`config.mk`:
```
export PLATFORM = sky130hd
export DESIGN_NAME = pwm_modulator_mc
export DESIGN_NICKNAME = d
export VERILOG_FILES = /design/src/rtl/pwm_modulator_mc.sv
export SDC_FILE = /design/constraint.sdc
export NUM_CORES = 1
export LEC_CHECK = 0
export BUFFER_PORTS_ARGS = -buffer_cell sky130_fd_sc_hd__buf_2
export CAP_MARGIN = 40
export CORE_MARGIN = 2
export CORE_UTILIZATION = 55
export DETAILED_ROUTE_END_ITERATION = 12
export MAX_ROUTING_LAYER = met4
export PLACE_DENSITY = 0.76
export SYNTH_ARGS = -nofsm -noshare
export SYNTH_HDL_FRONTEND = slang
export SYNTH_SLANG_ARGS = --single-unit
```
`constraint.sdc`:
```
create_clock -name clk -period 4.8 [get_ports clk]
set_input_delay 0.96 -clock clk [delete_from_list [all_inputs] [get_ports clk]]
set_output_delay 0.96 -clock clk [all_outputs]
set_load 0.03 [all_outputs]
```
`src/rtl/pwm_modulator_mc.sv`:
```
// Multi-channel PWM generator with shared period counter, runtime prescaler,
// edge/center-aligned modes and double-buffered per-channel setpoints.
//
// Ports:
//   clk            system clock
//   nrst           asynchronous active-low reset
//   ena            global run; low clears counters and forces outputs low
//   prescale       one tick every prescale+1 clocks, read live
//   center_mode    0 edge-aligned, 1 center-aligned; applied at period start
//   ch_enable      per-channel enable; applied at period start
//   setpoint       packed setpoints, channel i at [i*MOD_WIDTH +: MOD_WIDTH]
//   setpoint_valid one-clock strobe loading all setpoints into pending
//   pwm_out        registered active-high PWM outputs
//   start_strobe   registered one-clock pulse at each period start
//   update_pending pending setpoints not yet applied
//   busy           registered copy of ena
module pwm_modulator_mc #(
    parameter int unsigned CH_NUM         = 4,
    parameter int unsigned MOD_WIDTH      = 8,
    parameter int unsigned PRESCALE_WIDTH = 16
) (
    input  logic                        clk,
    input  logic                        nrst,
    input  logic                        ena,
    input  logic [PRESCALE_WIDTH-1:0]   prescale,
    input  logic                        center_mode,
    input  logic [CH_NUM-1:0]           ch_enable,
    input  logic [CH_NUM*MOD_WIDTH-1:0] setpoint,
    input  logic                        setpoint_valid,
    output logic [CH_NUM-1:0]           pwm_out,
    output logic                        start_strobe,
    output logic                        update_pending,
    output logic                        busy
);

    localparam logic [PRESCALE_WIDTH-1:0] PCNT_ONE = 1;
    localparam logic [MOD_WIDTH:0]        PH_ONE   = 1;

    logic [PRESCALE_WIDTH-1:0]   pcnt_q, pcnt_d;
    logic [MOD_WIDTH:0]          ph_q, ph_d;
    logic [CH_NUM*MOD_WIDTH-1:0] pend_q, pend_d;
    logic [CH_NUM*MOD_WIDTH-1:0] sp_sh_q, sp_sh_d;
    logic [CH_NUM-1:0]           en_sh_q, en_sh_d;
    logic                        mode_sh_q, mode_sh_d;
    logic                        upd_q, upd_d;
    logic                        wrap_q;
    logic                        busy_q;
    logic [CH_NUM-1:0]           pwm_q, pwm_d;
    logic                        strobe_q, strobe_d;

    logic                        tick;
    logic                        wrap;
    logic                        shadow_load;
    logic [MOD_WIDTH-1:0]        cnt;

    // >= rather than == so a lowered prescale ticks at once instead of
    // running the counter all the way round.
    assign tick = ena & (pcnt_q >= prescale);

    // Edge mode never sets the top phase bit, so only the low bits matter.
    assign wrap = tick & (mode_sh_q ? (&ph_q) : (&ph_q[MOD_WIDTH-1:0]));

    // While stopped the shadows track their sources so a restart begins
    // with the latest programming.
    assign shadow_load = ~ena | wrap;

    // Center mode folds the second half of the phase into a down-count.
    always_comb begin
        cnt = ph_q[MOD_WIDTH-1:0];
        if (mode_sh_q && ph_q[MOD_WIDTH]) begin
            cnt = ~ph_q[MOD_WIDTH-1:0];
        end
    end

    always_comb begin
        pcnt_d = pcnt_q;
        ph_d   = ph_q;
        if (!ena) begin
            pcnt_d = '0;
            ph_d   = '0;
        end else if (tick) begin
            pcnt_d = '0;
            ph_d   = wrap ? '0 : ph_q + PH_ONE;
        end else begin
            pcnt_d = pcnt_q + PCNT_ONE;
        end
    end

    always_comb begin
        pend_d    = setpoint_valid ? setpoint : pend_q;
        sp_sh_d   = sp_sh_q;
        en_sh_d   = en_sh_q;
        mode_sh_d = mode_sh_q;
        upd_d     = upd_q;
        if (shadow_load) begin
            sp_sh_d   = pend_q;
            en_sh_d   = ch_enable;
            mode_sh_d = center_mode;
            upd_d     = 1'b0;
        end
        // A strobe on the boundary lands in pending only and waits.
        if (setpoint_valid) begin
            upd_d = 1'b1;
        end
    end

    always_comb begin
        pwm_d = '0;
        for (int i = 0; i < int'(CH_NUM); i++) begin
            pwm_d[i] = ena & en_sh_q[i]
                     & (cnt < sp_sh_q[i*MOD_WIDTH +: MOD_WIDTH]);
        end
    end

    // Fires for phase 0 on the first running clock and right after a wrap,
    // so it lines up with the first pwm sample of every period.
    assign strobe_d = ena & (ph_q == '0) & (~busy_q | wrap_q);

    always_ff @(posedge clk or negedge nrst) begin
        if (!nrst) begin
            pcnt_q    <= '0;
            ph_q      <= '0;
            pend_q    <= '0;
            sp_sh_q   <= '0;
            en_sh_q   <= '0;
            mode_sh_q <= 1'b0;
            upd_q     <= 1'b0;
            wrap_q    <= 1'b0;
            busy_q    <= 1'b0;
            pwm_q     <= '0;
            strobe_q  <= 1'b0;
        end else begin
            pcnt_q    <= pcnt_d;
            ph_q      <= ph_d;
            pend_q    <= pend_d;
            sp_sh_q   <= sp_sh_d;
            en_sh_q   <= en_sh_d;
            mode_sh_q <= mode_sh_d;
            upd_q     <= upd_d;
            wrap_q    <= wrap;
            busy_q    <= ena;
            pwm_q     <= pwm_d;
            strobe_q  <= strobe_d;
        end
    end

    assign pwm_out        = pwm_q;
    assign start_strobe   = strobe_q;
    assign update_pending = upd_q;
    assign busy           = busy_q;

endmodule

```
Word level (Yosys, flattened, before mapping)
Index checks and enable logic that the tools add are counted.
Widths: inputs -> output; s select.

storage, ports and cells
  register bits after elaboration = 102
  input bits = 57
  output and inout bits = 7
  word-level logic and storage cells = 50

operators by class
  add/sub/neg operators = 2
  magnitude comparators = 5
  equality and inequality tests = 1
  multiplexer cells = 9
  bitwise logic cells = 17
  reduce and logical (&&, ||, !) cells = 5

operator list
  kind                   number
  $lt 8x8->1             4
  $mux 16                2
  $mux 9                 3
  $add 16x1->16 const B  1
  $ge 16x16->1           1
  $and 1x1->1            12
  $add 9x1->9 const B    1
  $logic_not 9->1        1
  $reduce_and 9->1       1
  $mux 8                 1
  $not 8->8              1
  $reduce_and 8->1       1
  $mux 1                 3
  $ne 2x1->1 const B     1
  $not 1->1              2
  $or 1x1->1             2
  $reduce_bool 2->1      1
  $logic_and 1x1->1      1

Longest topological paths before layout
Gate-level depths: netlist of run 1.

  word-level depth = 6
  depth in mapped cells = 9
  mapped depth without buffers = 8

Worst setup path before layout of run 1
No wires, ideal clock.

  path type = input to register
  from = in prescale[15]
  to = reg sp_sh_q[28]
  setup time = 128 ps
  arrival time = 3102 ps
  required time = 4672 ps
  path slack = 1571 ps
  stages on the path = 9
  path buffers = 1
  cell sequence = inv_1 > ha_1 > nand4_2 > or3_1 > or3_1 > and3_4 > o21ai_4 > buf_2 > mux2_1

on the way
  longest elaborated chain between the ends = 4

RTL lines
  item                  RTL line  text
  start, declared       25        input logic [PRESCALE_WIDTH-1:0] prescale,
  $ge 16x16->1          58        assign tick = ena & (pcnt_q >= prescale);
  $and 1x1->1           58
  $and 1x1->1           61        assign wrap = tick & (mode_sh_q ? (&ph_q) : (&ph_q[MOD_WIDTH-1:0]));
  $or 1x1->1            65        assign shadow_load = ~ena | wrap;
  end signal, assigned  136       sp_sh_q <= sp_sh_d;
  end, declared         42        logic [CH_NUM*MOD_WIDTH-1:0] sp_sh_q, sp_sh_d;

Every way passes these cells.
A chain may end at the register's enable or synchronous reset.

Worst setup path in the final report of run 1
  from = in prescale[15]
  to = reg sp_sh_q[7]

The elaborated chain is that of the path after synthesis.

==> out/qor.txt, run 1 <==
status: complete, no violations
Synth Net Count: 565
syn avg cell area: 11.47 sq um
most common cell in the netlist: dfrtp_1
Syn-to-layout area delta: 11.55%
RSZ-0062 raised after global routing: no
pwr dens: 295.4 nW/um^2
final setup vio count: 0
start of the worst register-to-register path: pcnt_q[13]
Post-synth top cells: dfrtp_1, mux2_2, inv_1
Post-DRT Antenna Nets: 0
HP Start: pend_q[30]
die width: 101.9 um
Worst Hold Depth: 1
Setup Crit Path Kind: in -> reg
Initial Utilization: 0.5682
maximum clock insertion buffer count: 2
CTS tree: done
gr usage total: 0.2160
initial antenna violation count: 0
Synth Flop Type: dfrtp_1
pre-CTS setup slack: 835.1 ps
CP max stage cell: buf_4
Yosys cell types: 45
CP most frequent cell: or3_1
Via density: 5.313
CP Cell Sequence: buf_2, inv_1, ha_1, nand4_2, or3_1, or3_1, and3_4, o21ai_4, buf_4, mux2_2
Setup Fix Bufs, Post-CTS: 0
part of the Yosys area used for sequential elements: 0.4839
Hold Path Class: reg -> reg
endpoint of the worst hold-timing path: sp_sh_q[30]
chip height: 101.9 um
fraction of layout instances using a drive strength above 1: 0.2890
Slew Viols, Final: 0
CP Launch Type: input pin
fmax: 280.2 MHz
Worst path max stage delay: 450 ps
Worst Tran Pin Value: 862.8 ps
slew margin rel.: 0.4099
Detailed Route WL: 9917 um
minimum clock period: 3569 ps
Synth async-reset ratio: 1.000
port buffer count: 63
die area: 10390 sq um
nets: 627
Routed wire per std cell: 15.14 um
largest net degree at the start of global routing: 69
vias post-DR: 3480
Final Skew: 8.730 ps
Synth area leaders: dfrtp_1, mux2_2, ha_1, inv_1, xnor2_1
DP Wirelength: 7304 um
Synth Cell Area: 5275 sq um
Synth top area share: 0.4839
Peak VDD IR: 0.1814 mV
core area: 9284 sq um
layout filler cell count: 796
worst path bufs/invs: 3
drt pass-1 iters: 4
critical path arrival: 3820 ps
# diodes: 0
Post-DP Area: 5697 sq um
Reg-to-Reg End: sp_sh_q[7]
vias in the first global route: 3547
total congestion overflow: 0
Boundary Pins: 64
Syn. warnings: 0
GP Congestion: 0.8628
Clk pin slew, worst setup/hold paths: 90 ps
Fin. Hold Viols: 0
DRC: 0
crit end category: flip-flop
CP required: 5050 ps
Mapped Cells: 460
final worst slack: 1231 ps
1st-iter DRT viols: 176
setup slack, reg-to-reg: 1480 ps
max cap viols: 0
post-synth top area cell: dfrtp_1
Synth Register Bits: 102
TNS Setup: 0 ps
first-pass GRT wire length: 16890 um
CTS Sinks: 102
final instance area: 5884 sq um
worst skew pair latency: 370 ps
Tcrit/Tclk final: 0.7435
Crit Path Max Fanout: 30
worst r2r path cells: 8
Root Buffer: clkbuf_8
Fin Hold WS: 494.2 ps
number of buffers inserted by hold repair at cts: 0
EDFF count, synth: 0
post-cts resize count: 0
CP delay by family, top: simple AND/OR/NAND/NOR gates
total power: 1.738 mW
Inserted Clock Buffers: 9
CTS HTree Levels: 3
Core Rows: 35
Pleak: 2.934 nW
==> registers in the layout, indices dropped and copies added (netlist names) <==
| register | cells |
|---|---|
| mode_sh_q | 1 |
| pend_q | 32 |
| sp_sh_q | 32 |
| pcnt_q | 16 |
| start_strobe | 1 |
| ph_q | 9 |
| pwm_out | 4 |
| en_sh_q | 4 |
| busy | 1 |
| update_pending | 1 |
| wrap_q | 1 |
==> metal layers <==
layer,wire (um),track usage,up-vias
li1,-,-,1711
met1,4519,0.2775,1694
met2,4885,0.3477,56
met3,286,0.03146,19
met4,227,0.08615,0
met5,0,-,-
==> kinds of logic after synthesis <==
logic type	count (synthesis)	synth area share
flip-flops	102	0.4839
AND/OR/NAND/NOR	98	0.09677
multiplexers	69	0.1473
buffers and inverters	65	0.05004
AO/OA/AOI/OAI	56	0.07163
adder cells (fa/ha/maj)	48	0.1139
XOR/XNOR	22	0.03653
==> power by group <==
| group | total, mW | switching (mW) | internal, mW |
|---|---|---|---|
| Sequential | 0.980 | 0.0442 | 0.936 |
| Combinational | 0.232 | 0.112 | 0.120 |
| Clock | 0.526 | 0.289 | 0.237 |
==> worst max-delay path by stage <==
| stage | from | endpoint | depth (start not counted) |
|---|---|---|---|
| 2_1_floorplan | prescale[15] | sp_sh_q[28] | 9 |
| 3_3_place_gp | prescale[15] | sp_sh_q[7] | 10 |
| 3_5_place_dp | prescale[15] | sp_sh_q[3] | 10 |
| 4_1_cts | prescale[15] | sp_sh_q[7] | 10 |
| 5_1_grt | prescale[15] | sp_sh_q[3] | 10 |
| 6_report | prescale[15] | sp_sh_q[7] | 10 |
==> metrics by stage <==
step                      std cells    util
final                           655  0.6338
after global routing            655  0.6338
after CTS                       655  0.6338
after detailed placement        640  0.6136
after global placement          640  0.6136
after floorplan                 460       -
==> placed cells by master (no fill, tap or decap), types with 3 or more instances in the layout <==
master,Yosys,layout
nand3b_1,3,3
mux2_1,3,3
or3_1,4,4
mux2_2,66,66
or4_1,3,3
xor2_1,10,10
a21boi_0,3,3
nor3_1,3,3
nand4_1,7,7
ha_1,48,48
nand3_1,15,15
o211a_1,4,4
and3_1,4,4
o21ai_0,8,8
o31ai_1,3,3
a21oi_1,19,19
buf_4,3,3
dfrtp_1,102,102
inv_1,51,51
buf_2,1,62
nor2b_1,4,4
nand2_1,20,20
nor2_1,23,23
a21o_1,8,8
xnor2_1,12,12
clkbuf_8,0,9
nor4_1,3,3
==> layout make-up <==
type	count	area, sq um	area share
repair buffers	65	332.8	0.05656
well taps	129	161.4	0.02743
clock inverters	6	63.81	0.01084
clock buffers	9	123.9	0.02105
multi-input cells	293	2459	0.4178
flip-flops and latches	102	2552	0.4338
inverters	51	191.4	0.03253
Power figures use the tool's default switching activity.
==> inputs of run 2 (changes only) <==
Settings changed: ABC_AREA set to 1.
Clock period 4.8 ns to 3.4 ns, I/O delays scaled along.
==> out/qor.txt, run 2 <==
Syn. warnings: 0
Synth Net Count: 793
# diodes: 0
Setup Fix Bufs, Post-CTS: 0
TNS Setup: 0 ps
Syn-to-layout area delta: 11.59%
nets: 854
fmax: 420.4 MHz
Reg-to-Reg End: sp_sh_q[23]
Detailed Route WL: 11510 um
syn avg cell area: 8.064 sq um
post-cts resize count: 0
EDFF count, synth: 0
RSZ-0062 raised after global routing: no
sequential share of power: 0.555
CP most frequent cell: nand2_1
Routed wire per std cell: 12.98 um
vias post-DR: 4515
Boundary Pins: 64
clock group share of total power: 0.312
Mapped Cells: 688
GP Congestion: 0.8707
Synth top area share: 0.4601
max cap viols: 0
Post-DRT Antenna Nets: 0
CP max stage cell: dfrtp_1
start of the worst register-to-register path: pcnt_q[7]
Post-DP Area: 6001 sq um
Via density: 5.090
Root Buffer: clkbuf_8
1st-iter DRT viols: 248
DP Wirelength: 8328 um
Clk pin slew, worst setup/hold paths: 100 ps
Fin Hold WS: 329.5 ps
die area: 10910 sq um
CP required: 3720 ps
final setup vio count: 0
most common cell after layout, fill and taps aside: nand2_1
initial antenna violation count: 0
total congestion overflow: 0
CP delay by family, top: simple AND/OR/NAND/NOR gates
slew margin rel.: 0.5345
Comb pwr share: 0.133
Net Sw Frac: 0.2860
met3 wire length: 572 um
switching power: 0.6975 mW
CP Launch Type: flip-flop
most common cell in the netlist: nand2_1
Synth area leaders: dfrtp_1, nand2_1, ha_1, inv_1, nand3_1
Initial Utilization: 0.5676
DRC: 0
core area: 9774 sq um
Peak VDD IR: 0.3377 mV
die width: 104.4 um
Slew Viols, Final: 0
pwr dens: 393.9 nW/um^2
maximum clock insertion buffer count: 2
gr usage total: 0.2387
CTS HTree Levels: 3
Worst path max stage delay: 460 ps
Inserted Clock Buffers: 9
status: complete, no violations
drt pass-1 iters: 5
CTS Sinks: 102
internal power: 1.741 mW
Setup Crit Path Kind: reg -> reg
number of buffers inserted by hold repair at cts: 0
Core Rows: 36
part of the Yosys area used for sequential elements: 0.4601
Synth Register Bits: 102
Hold Path Class: in -> async
setup slack, reg-to-reg: 1020 ps
chip height: 104.4 um
Final Skew: 14.02 ps
vias in the first global route: 4515
first-pass GRT wire length: 20530 um
crit end category: flip-flop
CP Cell Sequence: ha_1, nand2_1, inv_1, nand2_1, nand2_1, nor2_1, nand2_1, nand2_1, nand2_2, nand2_2, buf_4, nand3_1, nand2_1
Yosys cell types: 27
post-synth top area cell: dfrtp_1
Pleak: 3.545 nW
largest net degree at the start of global routing: 56
critical path arrival: 2700 ps
Crit Path Max Fanout: 39
Synth Cell Area: 5548 sq um
Met1 Wirelength: 5101 um
max layer used: met4
Synth Flop Type: dfrtp_1
worst skew pair latency: 390 ps
worst r2r path cells: 13
Synth async-reset ratio: 1.000
fraction of layout instances using a drive strength above 1: 0.1286
worst path bufs/invs: 2
CTS tree: done
final instance area: 6191 sq um
Worst Tran Pin Value: 698.2 ps
port buffer count: 63
most frequent cells in the layout: nand2_1, dfrtp_1, inv_1
minimum clock period: 2379 ps
registers with the most flip-flops: pend_q (32), sp_sh_q (32), pcnt_q (16)
routed wl met2: 5718 um
Fin. Hold Viols: 0
Post-synth top cells: nand2_1, dfrtp_1, inv_1
Tcrit/Tclk final: 0.6997
[run 2: changes by cell type in the layout (fill, tap and decap cells not counted), sizes merged, moves of 5 or more]
cell	before	now
nor2	23	29
buf	65	71
inv	51	96
nand2	20	254
nand3	15	63
xor2	10	18
a21o	8	0
and3	5	0
mux2	69	0
nand4	8	16
xnor2	12	3
[run 2: metrics by stage]
step | worst slack (ps) | total power [mW] | util | instances
final | 1021 | 2.438 | 0.6334 | 887
after global placement | 907.2 | 1.677 | 0.6106 | 869
after global routing | 848.4 | 2.578 | 0.6334 | 887
after floorplan | 1295 | 1.574 | - | 688
after detailed placement | 762.8 | 1.706 | 0.6139 | 871
after CTS | 1074 | 2.458 | 0.6334 | 887
[run 2: kinds of logic after synthesis]
| kind of cell | share of synthesized area |
|---|---|
| adder cells (fa/ha/maj) | 0.1083 |
| buffers and inverters | 0.08547 |
| AND/OR/NAND/NOR | 0.2806 |
| flip-flops | 0.4601 |
| AO/OA/AOI/OAI | 0.03248 |
| XOR/XNOR | 0.03315 |
[run 2: worst max-delay path by stage]
stage,start,to,slack (ps),depth (start not counted)
after floorplan,prescale[7],sp_sh_q[20],1300,15
after global placement,prescale[7],sp_sh_q[6],910,13
after detailed placement,prescale[7],sp_sh_q[16],760,15
after CTS,pcnt_q[7],sp_sh_q[23],1070,13
after global routing,pcnt_q[7],sp_sh_q[16],850,13
final,pcnt_q[7],sp_sh_q[23],1020,13
[run 2: area by class of cell]
cell class | count | area [sq um]
multi-input cells | 471 | 2521
flip-flops and latches | 102 | 2552
inverters | 94 | 352.8
clock inverters | 5 | 38.79
repair buffers | 71 | 407.9
fillers | 897 | 3583
well taps | 133 | 166.4
clock buffers | 11 | 151.4
[run 2: routing by layer]
layer,GRT usage,up-vias
li1,-,2280
met1,0.3009,2115
met2,0.3917,110
met3,0.05326,10
met4,0.06178,0
met5,-,-
[run 2: power groups by stage]
stage	Clock, mW	Sequential [mW]	Combinational, mW
finish	0.760	1.35	0.325
global route	0.829	1.36	0.384
CTS	0.773	1.35	0.331
detailed placement	0	1.38	0.330
global placement	0	1.37	0.303
floorplan	0	1.37	0.200
